<file path="config.mk">
export PLATFORM = sky130hd
export DESIGN_NAME = imem_arbiter
export DESIGN_NICKNAME = d
export VERILOG_FILES = /design/src/rtl/imem_arbiter.sv
export SDC_FILE = /design/constraint.sdc
export NUM_CORES = 1
export LEC_CHECK = 0
export ABC_AREA = 1
export CAP_MARGIN = 5
export CORE_MARGIN = 4
export CORE_UTILIZATION = 25
export CTS_CLUSTER_SIZE = 28
export DETAILED_ROUTE_END_ITERATION = 8
export MAX_ROUTING_LAYER = met4
export PLACE_DENSITY_LB_ADDON = 0.15
export SKIP_LAST_GASP = 1
export SLEW_MARGIN = 20
export SYNTH_ARGS = -nofsm -noshare
export SYNTH_HDL_FRONTEND = slang
export SYNTH_SLANG_ARGS = --single-unit
</file>
<file path="constraint.sdc">
create_clock -name clk -period 1.2 [get_ports clk]
set_input_delay 0.24 -clock clk [delete_from_list [all_inputs] [get_ports clk]]
set_output_delay 0.24 -clock clk [all_outputs]
set_load 0.005 [all_outputs]
</file>
<file path="src/rtl/imem_arbiter.sv">
// Round-robin arbiter between IF and LS for the shared synchronous-read instruction ROM.
// Misaligned LS requests are answered with an error response without touching the ROM.
module imem_arbiter #(
  parameter int unsigned ROM_AW = 10
) (
  input  logic              clk,
  input  logic              rst,
  input  logic              if_req_i,
  input  logic [31:0]       if_addr_i,
  input  logic              if_flush_i,
  output logic              if_gnt_o,
  output logic              if_rvalid_o,
  output logic [31:0]       if_rdata_o,
  input  logic              ls_req_i,
  input  logic [31:0]       ls_addr_i,
  output logic              ls_gnt_o,
  output logic              ls_rvalid_o,
  output logic              ls_err_o,
  output logic [31:0]       ls_rdata_o,
  output logic              rom_en_o,
  output logic [ROM_AW-1:0] rom_addr_o,
  input  logic [31:0]       rom_data_i
);

  typedef enum logic {GntIf, GntLs} gnt_e;

  gnt_e        last_q, last_d;
  logic        if_eff, ls_aligned, ls_eff, ls_mis;
  logic        if_win, ls_win;
  logic        resp_if_q, resp_ls_q, resp_err_q;
  logic [31:0] if_hold_q, ls_hold_q;
  logic        unused_addr;

  // Upper address bits are dropped on purpose so addresses wrap modulo the ROM size.
  assign unused_addr = ^{if_addr_i[31:ROM_AW+2], if_addr_i[1:0], ls_addr_i[31:ROM_AW+2]};

  always_comb begin
    if_eff     = if_req_i & ~if_flush_i;
    ls_aligned = (ls_addr_i[1:0] == 2'b00);
    ls_eff     = ls_req_i & ls_aligned;
    ls_mis     = ls_req_i & ~ls_aligned;
    // On a tie the port that did not win last time gets the slot.
    if_win     = if_eff & (~ls_eff | (last_q == GntLs));
    ls_win     = ls_eff & (~if_eff | (last_q == GntIf));

    last_d = last_q;
    if (if_win) begin
      last_d = GntIf;
    end else if (ls_win) begin
      last_d = GntLs;
    end

    if_gnt_o   = if_win;
    ls_gnt_o   = ls_win | ls_mis;
    rom_en_o   = if_win | ls_win;
    rom_addr_o = '0;
    if (if_win) begin
      rom_addr_o = if_addr_i[ROM_AW+1:2];
    end else if (ls_win) begin
      rom_addr_o = ls_addr_i[ROM_AW+1:2];
    end

    if_rvalid_o = resp_if_q & ~if_flush_i;
    if_rdata_o  = if_rvalid_o ? rom_data_i : if_hold_q;
    ls_rvalid_o = resp_ls_q;
    ls_err_o    = resp_ls_q & resp_err_q;
    if (!resp_ls_q) begin
      ls_rdata_o = ls_hold_q;
    end else if (resp_err_q) begin
      ls_rdata_o = '0;
    end else begin
      ls_rdata_o = rom_data_i;
    end
  end

  always_ff @(posedge clk or negedge rst) begin
    if (!rst) begin
      last_q     <= GntLs;
      resp_if_q  <= 1'b0;
      resp_ls_q  <= 1'b0;
      resp_err_q <= 1'b0;
      if_hold_q  <= '0;
      ls_hold_q  <= '0;
    end else begin
      last_q     <= last_d;
      resp_if_q  <= if_win;
      resp_ls_q  <= ls_gnt_o;
      resp_err_q <= ls_mis;
      if (if_rvalid_o) begin
        if_hold_q <= if_rdata_o;
      end
      if (ls_rvalid_o) begin
        ls_hold_q <= ls_rdata_o;
      end
    end
  end

endmodule

</file>
==> results of run 1 <==
layer usage:
| metal | track usage | share of wire |
|---|---|---|
| met1 | 0.224 | 0.44 |
| met2 | 0.283 | 0.51 |
| met3 | 0.0325 | 0.045 |
| met4 | 0.0436 | 0.0064 |
| met5 | - | 0 |
worst max path at each step:
stage                          start        endpoint  slack [ns]  depth (start not counted)
2_1_floorplan  ls_rvalid_o$_DFF_PN0_   ls_rdata_o[0]        0.05                          3
3_3_place_gp              if_flush_i  if_rdata_o[21]       -0.91                          7
3_5_place_dp              if_flush_i  if_rdata_o[14]       -0.92                          7
4_1_cts        ls_rvalid_o$_DFF_PN0_  ls_rdata_o[30]       -0.52                          5
5_1_grt        ls_rvalid_o$_DFF_PN0_  ls_rdata_o[30]       -0.58                          5
6_report       ls_rvalid_o$_DFF_PN0_  ls_rdata_o[30]       -0.53                          5
through the flow:
stage	area, µm²	instances	setup WS, ns	setup TNS (ns)
after floorplan	3320	372	0.0459	0
after global placement	5390	731	-0.911	-60.51
after detailed placement	5390	731	-0.918	-60.91
after CTS	6690	798	-0.519	-39.16
after global routing	7100	808	-0.585	-43.83
final	7100	808	-0.527	-37.48
cells in the mapped netlist, types with 2 or more instances:
master / number / share of area
nand2_4: 11 / 0.037
inv_1: 72 / 0.081
buf_2: 10 / 0.015
nor2_1: 2 / 0.0023
o21ai_2: 10 / 0.026
nand3_1: 21 / 0.032
clkbuf_1: 6 / 0.0068
o22ai_1: 64 / 0.12
dfrtp_1: 67 / 0.50
buf_4: 6 / 0.014
o21ai_0: 56 / 0.084
buf_6: 2 / 0.0068
nand2_1: 37 / 0.042
registers in the layout, summed over array words and instances, names as in the netlist:
| register | cells |
|---|---|
| resp_if_q | 1 |
| resp_err_q | 1 |
| ls_rvalid_o | 1 |
| ls_hold_q | 32 |
| if_hold_q | 32 |
| last_q | 1 |
repair_timing:
item	4_1_cts	5_1_grt
hold buffers	1	0
buffers inserted	36	11
gates resized for setup	505	73
endpoints found under the hold margin	16	0
endpoints found under the setup margin	80	130
gates cloned	14	1
pin swaps	47	11
report_power, final:
part           internal [mW]  switching [mW]  total, mW
Clock                   1.88            1.03       2.91
Sequential              2.63           0.196       2.82
Combinational           1.61            1.28       2.89
worst max-delay path: stages, from the launching register on:
cell and delay, ns:
dfrtp_2 0.49, buf_12 0.17, buf_8 0.12, buf_16 0.12, o22ai_2 0.13, buf_2 0.14
cells by family after synthesis:
| logic type | synth area share |
|---|---|
| AOI/OAI and AO/OA | 0.233 |
| DFF | 0.512 |
| and+or+nand+nor | 0.120 |
| buffers and inverters | 0.135 |
area by class of cell:
| class | count | area, µm² |
|---|---|---|
| Multi-Input combinational cell | 206 | 1950 |
| Fill cell | 1143 | 5730 |
| Clock inverter | 5 | 83.8 |
| Timing Repair Buffer | 273 | 2620 |
| Tap cell | 172 | 215 |
| Clock buffer | 11 | 243 |
| Inverter | 73 | 282 |
| Sequential cell | 68 | 1710 |
==> results.cfg, run 1 <==
[final_layout]
n_antenna_cell = 0
nets = 732
areaGrowthSynthToFinish_pct = 114
layout_common_cells = buf_4, buf_2, inv_1
drive_gt1_frac = 0.591
final_common_cell = buf_4
fin_util = 0.553

[clocking]
clock_path_buffers = 2
clock-sinks = 68
clk_latency_ns = 0.33
cts_tree = yes
clkTransAtPathRegs_ns = 0.05
cts.htree.levels = 3
cts-root-buf = clkbuf_16
cts_inserted_buffers = 9

[sta]
fin_ws_ns = -0.527
worst_hold_slack_ns = 0.349
final_min_period_over_clock_period = 1.44
slew_violations = 0
finalHoldViolCount = 0
period_needed_ns = 1.73
slew_headroom = 0.807
rsz0062_at_grt = true
fmax_ghz = 0.579
worst_pin_slew_ns = 0.290
report.final.setup_viol = 114
skew_ns = 0.0123

[routing]
via_per_inst = 4.56
drtPass1Iterations = 4
wl_per_cell_um = 16.0
vias = 3684
routed_wirelength_um = 13000
drcViolationCount = 0
final_antenna_net_count = 0
drt-initial-drc-count = 78

[critical_path]
crit_required_ns = 0.96
end_kind = output pin
r2r_slack_ns = -0.16
crit_type = register to output pin
reg2reg_depth = 5
rr_endpoint = ls_hold_q[11]$_DFFE_PN0P_
crit_fanout = 4
cp.arrival_ns = 1.49
critPathLaunchType = register
rr_startpoint = ls_rvalid_o$_DFF_PN0_

[hold_path]
hold-path-endpoint = resp_err_q$_DFF_PN0_
worstHoldPathCells = 3
worstHoldStart = ls_addr_i[0]
min_path_type = input pin to register

[synthesis]
synth_edf_count = 0
ys_seq_elements = 68
synthesis.nets = 473
synthesis.area_mm2 = 0.00332
synth_seq_area_share = 0.512
avgSynthCellArea_um2 = 8.93
yosysUniqueCellTypes = 21
synthArstFlopShare = 1.00
syn_inst = 372
synth_warnings = 0
synthFlopType = dfrtp_1

[status]
violations = negative setup slack
status = complete, but fails checks

[placed_design]
dp_hpwl_um = 6940
place_congestion = 0.746
portBuffers = 138

[floorplanning]
dieHeight_um = 123
num_rows = 41
core_mm2 = 0.0128
fp.dieW_um = 123
initial_core_util = 0.259
ios = 181
dieArea_mm2 = 0.0152

[power]
powerDensity_mw_per_mm2 = 1220
p_total_mw = 8.62
p_leak_nw = 3.44
ir_drop_v = 0.000587

[global_route]
grt_first_pass_wirelength_um = 20000
grt_pass1_vias = 3862
grt_max_degree = 32
track_usage = 0.174
overflow = 0
antenna_found_initial = 0

[job]
cap_violations = 0
Power figures use the tool's default switching activity.
==> inputs of run 2 (changes only) <==
Settings changed: CORE_UTILIZATION 25 to 39.
==> run 2 against run 1 <==
The run still ends with negative setup slack left. Die area fell by 34%. Clock power fell by 26%. Final cell count fell by 6.6%. Design area fell by 1.2%. Utilization rose by 30 points. Combinational power rose by 6%. Register-to-register slack got worse by 0.05 ns. Clock-buffer cell count fell by 1. Via count rose by 11%. Critical path type unchanged. Critical endpoint is now rom_addr_o[8]. Largest cell class unchanged.
==> results.cfg, run 2 (synthesized netlist as in run 1, its figures left out) <==
[status]
status = complete, but fails checks
violations = negative setup slack

[power]
switching_share = 0.318
ir_drop_v = 0.000725
p_clk_frac = 0.268
powerDensity_mw_per_mm2 = 1150
p_comb_frac = 0.379
p_switching_mw = 2.56
power.internal_mw = 5.49
p_leak_nw = 3.44
p_seq_frac = 0.353

[routing]
wl_per_cell_um = 19.7
via_per_inst = 5.39
drt-initial-drc-count = 176
routed_wirelength_um = 14900
vias = 4072
drcViolationCount = 0
drtPass1Iterations = 5
final_antenna_net_count = 0

[sta]
period_needed_ns = 1.83
slew_headroom = 0.706
fin_ws_ns = -0.634
skew_ns = 0.00568
finalHoldViolCount = 0
rsz0062_at_grt = true
fmax_ghz = 0.545
slew_violations = 0
report.final.setup_viol = 98
final_min_period_over_clock_period = 1.53
worst_pin_slew_ns = 0.441

[floorplanning]
dieHeight_um = 100
dieArea_mm2 = 0.0101
ios = 181
fp.dieW_um = 100
core_mm2 = 0.00826
initial_core_util = 0.402
num_rows = 33

[clocking]
cts-root-buf = clkbuf_8
clock-sinks = 68
cts.htree.levels = 3
cts_inserted_buffers = 9
cts_tree = yes
clkTransAtPathRegs_ns = 0.07
clock_path_buffers = 2
clk_latency_ns = 0.34

[final_layout]
layout_common_cells = buf_2, buf_4, inv_1, dfrtp_1, clkdlybuf4s50_1
drive_gt1_frac = 0.602
nets = 746
largestRegisters = if_hold_q (32), ls_hold_q (32)
areaGrowthSynthToFinish_pct = 111
n_antenna_cell = 0
fin_util = 0.849

[global_route]
grt_first_pass_wirelength_um = 20000
grt_max_degree = 31
track_usage = 0.258
overflow = 0
grt_pass1_vias = 4083
antenna_found_initial = 0

[critical_path]
reg2reg_depth = 6
crit_type = register to output pin
cp.arrival_ns = 1.59
crit_fanout = 4
crit_required_ns = 0.96
critPathLaunchType = register
r2r_slack_ns = -0.21
end_kind = output pin
rr_startpoint = ls_rvalid_o$_DFF_PN0_
rr_endpoint = ls_hold_q[25]$_DFFE_PN0P_

[placed_design]
portBuffers = 138
place_congestion = 0.799
pre_cts_ws_ns = -0.913
dp_hpwl_um = 6980

[hold_path]
min_path_type = input pin to register
hold-path-endpoint = resp_err_q$_DFF_PN0_
worstHoldPathCells = 4
worstHoldStart = ls_req_i

[job]
cap_violations = 0
-- run 2: worst max-delay path by stage --
stage / from / endpoint / slack, ns / cells after the start
4_1_cts: resp_if_q$_DFF_PN0_ / if_rdata_o[18] / -0.53 / 7
3_3_place_gp: if_flush_i / rom_addr_o[8] / -0.89 / 8
3_5_place_dp: if_flush_i / rom_addr_o[1] / -0.91 / 8
6_report: last_q$_DFFE_PN1P_ / rom_addr_o[8] / -0.63 / 6
5_1_grt: last_q$_DFFE_PN1P_ / rom_addr_o[8] / -0.67 / 6
2_1_floorplan: ls_rvalid_o$_DFF_PN0_ / ls_rdata_o[0] / 0.05 / 3
-- run 2: area by class of cell --
| type | instances | area [µm²] |
|---|---|---|
| flip-flops and latches | 68 | 1700 |
| repair buffers | 286 | 2700 |
| clock buffers | 10 | 138 |
| well taps | 105 | 131 |
| repair inverters | 1 | 7.51 |
| multi-input cells | 206 | 1960 |
| clock inverters | 6 | 86.3 |
| inverters | 73 | 282 |
| fillers | 416 | 1250 |
-- run 2: power groups by stage --
stage	Sequential (mW)	Combinational [mW]	Clock (mW)
2_1_floorplan	2.76	0.860	0
3_3_place_gp	2.78	2.19	0
3_5_place_dp	2.79	2.23	0
4_1_cts	2.78	2.57	2.15
5_1_grt	2.87	3.24	2.28
6_report	2.84	3.05	2.16
-- run 2: repair_timing --
item | in CTS | in global routing
setup buffers | 46 | 20
hold buffers | 1 | 0
pin swaps | 47 | 25
gates resized for setup | 480 | 149
endpoints found under the hold margin | 12 | 0
setup endpoints to repair | 80 | 124
cloned | 15 | 2
-- run 2: metal layers --
metal  wire, µm  up-vias  track usage
li1           -     1809            -
met1       5690     2009        0.305
met2       7820      209        0.439
met3        973       45       0.0500
met4        420        0       0.0891
met5          0        -            -
-- run 2: worst max-delay path, stage by stage (launching register included) --
cell     delay (ns)
dfstp_2        0.60
inv_4          0.08
nand3_4        0.12
buf_4          0.14
nand3_1        0.10
nand2_1        0.10
buf_2          0.13
-- run 2: metrics by stage --
| step | cells | power (mW) | setup TNS, ns | cell area, µm² | hold slack (ns) |
|---|---|---|---|---|---|
| floorplan | 372 | 3.62 | 0 | 3320 | -0.0556 |
| global placement | 666 | 4.97 | -57.24 | 5320 | 0.198 |
| detailed placement | 666 | 5.02 | -57.61 | 5320 | 0.203 |
| CTS | 744 | 7.50 | -38.56 | 6490 | 0.353 |
| global route | 755 | 8.40 | -43.42 | 7010 | 0.346 |
| finish | 755 | 8.05 | -39.78 | 7010 | 0.334 |
